**src/rtl/display_scan_ctrl.sv**
```systemverilog
// Eight-digit multiplexed seven-segment scanner with a one-deep write buffer.
// New display contents are only swapped in while idle or on a frame boundary.
module display_scan_ctrl #(
  parameter int DIV   = 100000,
  parameter int BLANK = 50
) (
  input  logic        clk,
  input  logic        rst_n,
  input  logic        en,
  input  logic [31:0] wr_data,
  input  logic [7:0]  wr_dp,
  input  logic [7:0]  wr_mask,
  input  logic        wr_valid,
  output logic        wr_ready,
  output logic [7:0]  anode,
  output logic [6:0]  seg,
  output logic        dp_n,
  output logic [2:0]  digit_idx,
  output logic        frame_done
);

  localparam int MAXC = (DIV > BLANK) ? DIV : BLANK;
  localparam int CW   = $clog2(MAXC + 1);

  localparam logic [CW-1:0] BLANK_LAST = CW'(BLANK - 1);
  localparam logic [CW-1:0] DIV_LAST   = CW'(DIV - 1);

  localparam logic [1:0] S_IDLE  = 2'd0;
  localparam logic [1:0] S_BLANK = 2'd1;
  localparam logic [1:0] S_DRIVE = 2'd2;

  typedef struct packed {
    logic [31:0] data;
    logic [7:0]  dp;
    logic [7:0]  mask;
  } disp_set_t;

  logic [1:0]    r_state;
  logic [CW-1:0] r_cnt;
  logic [2:0]    r_idx;
  disp_set_t     r_act;
  disp_set_t     r_pend;
  logic          r_wr_ready;
  logic [7:0]    r_anode;
  logic [6:0]    r_seg;
  logic          r_dp_n;
  logic          r_frame_done;

  logic [1:0]    w_nstate;
  logic [2:0]    w_nidx;
  logic          w_pend_full;
  logic          w_accept;
  logic          w_blank_done;
  logic          w_drive_done;
  logic          w_boundary;
  logic          w_swap;
  logic [3:0]    w_nib;
  logic [7:0]    w_drive_anode;

  function automatic logic [6:0] hexfont(input logic [3:0] h);
    case (h)
      4'h0: hexfont = 7'h40;
      4'h1: hexfont = 7'h79;
      4'h2: hexfont = 7'h24;
      4'h3: hexfont = 7'h30;
      4'h4: hexfont = 7'h19;
      4'h5: hexfont = 7'h12;
      4'h6: hexfont = 7'h02;
      4'h7: hexfont = 7'h78;
      4'h8: hexfont = 7'h00;
      4'h9: hexfont = 7'h10;
      4'hA: hexfont = 7'h08;
      4'hB: hexfont = 7'h03;
      4'hC: hexfont = 7'h46;
      4'hD: hexfont = 7'h21;
      4'hE: hexfont = 7'h06;
      4'hF: hexfont = 7'h0E;
    endcase
  endfunction

  assign w_pend_full  = ~r_wr_ready;
  assign w_accept     = wr_valid & r_wr_ready;
  assign w_blank_done = (r_state == S_BLANK) && (r_cnt == BLANK_LAST);
  assign w_drive_done = (r_state == S_DRIVE) && (r_cnt == DIV_LAST);
  assign w_boundary   = en && w_drive_done && (r_idx == 3'd7);
  // Accept and swap are mutually exclusive: accept needs an empty buffer, swap a full one.
  assign w_swap       = w_pend_full && ((r_state == S_IDLE) || w_boundary);

  always_comb begin
    w_nstate = r_state;
    w_nidx   = r_idx;
    if (!en) begin
      w_nstate = S_IDLE;
      w_nidx   = 3'd0;
    end else begin
      case (r_state)
        S_IDLE: begin
          w_nstate = S_BLANK;
          w_nidx   = 3'd0;
        end
        S_BLANK: if (w_blank_done) w_nstate = S_DRIVE;
        S_DRIVE: if (w_drive_done) begin
          w_nstate = S_BLANK;
          w_nidx   = r_idx + 3'd1;
        end
        default: begin
          w_nstate = S_IDLE;
          w_nidx   = 3'd0;
        end
      endcase
    end
  end

  // Active set never changes on the edge entering DRIVE, so r_act is safe to decode here.
  assign w_nib         = r_act.data[{w_nidx, 2'b00} +: 4];
  assign w_drive_anode = r_act.mask[w_nidx] ? ~(8'b1 << w_nidx) : 8'hFF;

  always_ff @(posedge clk or negedge rst_n) begin
    if (!rst_n) begin
      r_state <= S_IDLE;
      r_cnt   <= '0;
      r_idx   <= 3'd0;
    end else begin
      r_state <= w_nstate;
      r_idx   <= w_nidx;
      if ((w_nstate != r_state) || (r_state == S_IDLE)) r_cnt <= '0;
      else                                              r_cnt <= r_cnt + 1'b1;
    end
  end

  always_ff @(posedge clk or negedge rst_n) begin
    if (!rst_n) begin
      r_act      <= '0;
      r_pend     <= '0;
      r_wr_ready <= 1'b1;
    end else begin
      if (w_swap) begin
        r_act      <= r_pend;
        r_wr_ready <= 1'b1;
      end else if (w_accept) begin
        r_pend     <= '{data: wr_data, dp: wr_dp, mask: wr_mask};
        r_wr_ready <= 1'b0;
      end
    end
  end

  always_ff @(posedge clk or negedge rst_n) begin
    if (!rst_n) begin
      r_anode      <= 8'hFF;
      r_seg        <= 7'h7F;
      r_dp_n       <= 1'b1;
      r_frame_done <= 1'b0;
    end else begin
      r_frame_done <= w_boundary;
      if (w_nstate == S_DRIVE) begin
        r_anode <= w_drive_anode;
        r_seg   <= hexfont(w_nib);
        r_dp_n  <= ~r_act.dp[w_nidx];
      end else begin
        r_anode <= 8'hFF;
        r_seg   <= 7'h7F;
        r_dp_n  <= 1'b1;
      end
    end
  end

  assign wr_ready   = r_wr_ready;
  assign anode      = r_anode;
  assign seg        = r_seg;
  assign dp_n       = r_dp_n;
  assign digit_idx  = r_idx;
  assign frame_done = r_frame_done;

endmodule
```
**config.mk**
```make
export PLATFORM = sky130hd
export DESIGN_NAME = display_scan_ctrl
export DESIGN_NICKNAME = d
export VERILOG_FILES = /design/src/rtl/display_scan_ctrl.sv
export SDC_FILE = /design/constraint.sdc
export NUM_CORES = 1
export LEC_CHECK = 0
export CAP_MARGIN = 20
export CORE_MARGIN = 2
export CORE_UTILIZATION = 30
export CTS_CLUSTER_DIAMETER = 80
export CTS_CLUSTER_SIZE = 40
export DETAILED_ROUTE_END_ITERATION = 10
export HOLD_SLACK_MARGIN = 0.1
export PLACE_DENSITY = 0.46
export REMOVE_ABC_BUFFERS = 1
export SLEW_MARGIN = 0
export SYNTH_ARGS = -nofsm -noshare
export SYNTH_HDL_FRONTEND = slang
export SYNTH_SLANG_ARGS = --single-unit
```
**constraint.sdc**
```tcl
create_clock -name clk -period 3.1 [get_ports clk]
set_input_delay 0.775 -clock clk [delete_from_list [all_inputs] [get_ports clk]]
set_output_delay 0.775 -clock clk [all_outputs]
set_load 0.01 [all_outputs]
```
==> out/metrics.csv <==
metric;value;unit
Synth top area share;0.472;
via count;4549;
clock tree buffer depth;2;
#FFs+latches synth;136;
gr usage total;0.154;
# clock sinks;136;
ranking of synthesized cells by area;dfrtp_1 (47%), mux2_2 (17%), dfstp_2 (7.1%);
PortBufs;72;
static leakage;3.78;nW
grt ovf;0;
clock root cell;clkbuf_16;
critical path type;reg -> reg;
Post-synth EDFFs;0;
failing checks;setup timing;
largest net degree at the start of global routing;65;
gpl congestion;0.834;
Max Fclk;0.303;GHz
Max Fanout on Critical Path;5;
final core utilization;0.428;
Worst setup SP type;flop;
RSZ-0062 raised after global routing;yes;
DR pass1 iterations;6;
required time worst endpoint;3440;ps
prevailing post-synth register cell;dfrtp_1;
fin crit share;1.07;
drt total wl;15700;um
I/O pin cnt;73;
Worst-Margin Slew;629;ps
DRT iter0 DRCs;161;
DP Area;0.00805;mm2
Simple-Gate Fraction of Synth Area;0.121;
YS warnings;0;
Clock Skew;7.86;ps
htree depth;4;
antenna cell count;0;
Area growth syn-to-layout;41.1;%
# rows;53;
Finish-stage setup viols;5;
Worst-path clk slew;60;ps
post-route cell area;0.00890;mm2
CP cell instances;nor4_4 > buf_4 > and3_4 > nand4_1 > a31o_1 > buf_4 > nor2_1 > a221o_1 > o32ai_4 > buf_6 > buf_4 > ha_1 > mux4_2 > or2_1;
initial antenna violation count;0;
family with the most delay on the worst path;simple AND/OR/NAND/NOR gates;
later-pin clock latency in the skew report;420;ps
fraction of registers with async set/reset;1.00;
max_cap viols;0;
Starting Density;0.303;
mapped cell area;0.00631;mm2
vias in the first global route;4971;
Compound-Gate Fraction of Synth Area;0.0708;
fill count;1974;
DIE AREA;0.0222;mm2
Synth Area in Adders;0.0278;
Die H;149;um
DR vias/cell;4.68;
worst stage delay on the critical path;450;ps
mux cell area share after synthesis;0.186;
cts bufs inserted;17;
Mapped Cells;514;
final net count;749;
VDD IR max;0.000344;V
most used cell, CP;buf_4;
antenna viol nets, final;0;
slew margin rel.;0.581;
post-DR wirelength/cell;16.1;um
DRC;0;
Syn Area/Cell;12.3;um2
Final Hold Fails;0;
Slowest cell on crit path;mux4_2;
# hold bufs at CTS;0;
CTS tree;built;
Final min period;3310;ps
Worst Setup End Kind;flop;
most area-hungry cell type in the Yosys netlist;dfrtp_1;
status;finished with violations;
register area share after synthesis;0.543;
Setup WS post-layout;-206;ps
CP bufs+invs;4;
hpwl dp;11400;um
critical path arrival;3650;ps
core box area;0.0208;mm2
DIE WIDTH;149;um
Slew Viols, Final;0;
global-route wire length before repair;26500;um
Hold Path Class;in -> async;
Synth cell types;61;
layout cells sized above 1;0.428;
largest family of logic cells by synthesized area;multiplexers;
power per cell area;645;mW/mm2
Post-Synth XOR/XNOR Area;0.0222;
-- layer usage --
layer	vias up	global-route usage	wire length [um]
li1	2175	-	-
met1	2281	0.202	7190
met2	74	0.253	7670
met3	19	0.0379	528
met4	0	0.0505	275
met5	-	0	0
-- state kept, by name, indices dropped and copies added, names as in the netlist --
signal	flops
r_act	48
r_pend	48
r_cnt	17
anode	8
seg	7
digit_idx	3
r_state	2
dp_n	1
frame_done	1
wr_ready	1
-- area by class of cell --
class	count	area, um2	share of cell area
inverters	16	62.6	0.00703
well taps	275	344	0.0386
repair buffers	174	1580	0.177
flip-flops and latches	136	3420	0.385
clock inverters	13	143	0.0160
multi-input cells	338	2900	0.326
clock buffers	19	453	0.0509
-- synthesized netlist by cell type (6+ instances only) --
| master | count |
|---|---|
| a21oi_1 | 11 |
| a31oi_1 | 6 |
| and3_1 | 8 |
| clkbuf_1 | 14 |
| dfrtp_1 | 119 |
| dfstp_2 | 17 |
| ha_1 | 14 |
| inv_1 | 14 |
| mux2_2 | 94 |
| mux2i_1 | 7 |
| nand2_1 | 40 |
| nand3_1 | 20 |
| nand4_1 | 9 |
| nor2_1 | 33 |
| o21ai_0 | 12 |
| xnor2_1 | 6 |
| xor2_1 | 10 |
-- cell usage in the layout, fill, tap and decap left out, drive strengths merged, types with 4 or more instances in the layout --
| cell | instances |
|---|---|
| nor3 | 4 |
| xnor2 | 6 |
| nand3 | 22 |
| mux2i | 7 |
| a21oi | 12 |
| nor4 | 4 |
| clkbuf | 19 |
| inv | 20 |
| buf | 103 |
| ha | 14 |
| o211ai | 4 |
| nor2 | 35 |
| o21ai | 14 |
| or3 | 4 |
| dfrtp | 119 |
| dfstp | 17 |
| a31oi | 6 |
| nand4 | 9 |
| and3 | 8 |
| mux2 | 94 |
| nand2 | 40 |
| clkdlybuf4s50 | 70 |
| xor2 | 10 |
| clkinv | 5 |
-- where the power goes --
part	internal, W	total, W	switching [W]
Sequential	0.00219	0.00246	0.000269
Clock	0.00123	0.00203	0.000800
Combinational	0.000739	0.00124	0.000506
Total	0.00417	0.00574	0.00157
-- path summary, 6_finish.rpt --
kind,from,to,slack (ps),depth (start not counted)
max in group asynchronous,rst_n,anode[4],2040,2
min reg2reg,r_pend[19],r_act[19],490,2
min in group clk,r_pend[19],r_act[19],490,2
max reg2reg,r_cnt[6],seg[3],-210,14
min,rst_n,r_cnt[10],350,1
max,r_cnt[6],seg[3],-210,14
-- kinds of logic after synthesis --
kind of cell	Yosys count
xor gates and xnor gates	16
AOI/OAI and AO/OA	57
DFF	136
buffers and inverters	40
and+or+nand+nor	148
adders and majority gates	14
muxes	103
-- worst reg2reg max path, delay by kind of cell (launching register included) --
| kind | cells | cell delay [ps] |
|---|---|---|
| multiplexers | 1 | 450 |
| AO/OA/AOI/OAI | 3 | 610 |
| flip-flops | 1 | 410 |
| adder cells (fa/ha/maj) | 1 | 180 |
| buffers and inverters | 4 | 610 |
| AND/OR/NAND/NOR | 5 | 970 |
-- metrics by stage --
step | setup slack (ps) | setup TNS [ps] | total power, W | hold WS [ps] | instances
final | -206 | -615 | 0.00574 | 351 | 971
after global routing | -425 | -1920 | 0.00609 | 392 | 971
after CTS | -220 | -582 | 0.00580 | 367 | 971
after global placement | -626 | -3830 | 0.00359 | 475 | 932
after detailed placement | -715 | -4310 | 0.00364 | 480 | 932
after floorplan | -960 | -47380 | 0.00310 | 444 | 490
-- timing repair --
action / in CTS / in global routing
setup endpoints to repair: 24 / 28
pin swaps: 17 / 12
gates resized for setup: 34 / 17
hold endpoints to repair: 0 / 0
setup buffers: 7 / 1
cloned: 0 / 0
Note: power is estimated with default switching activity, not from simulation.
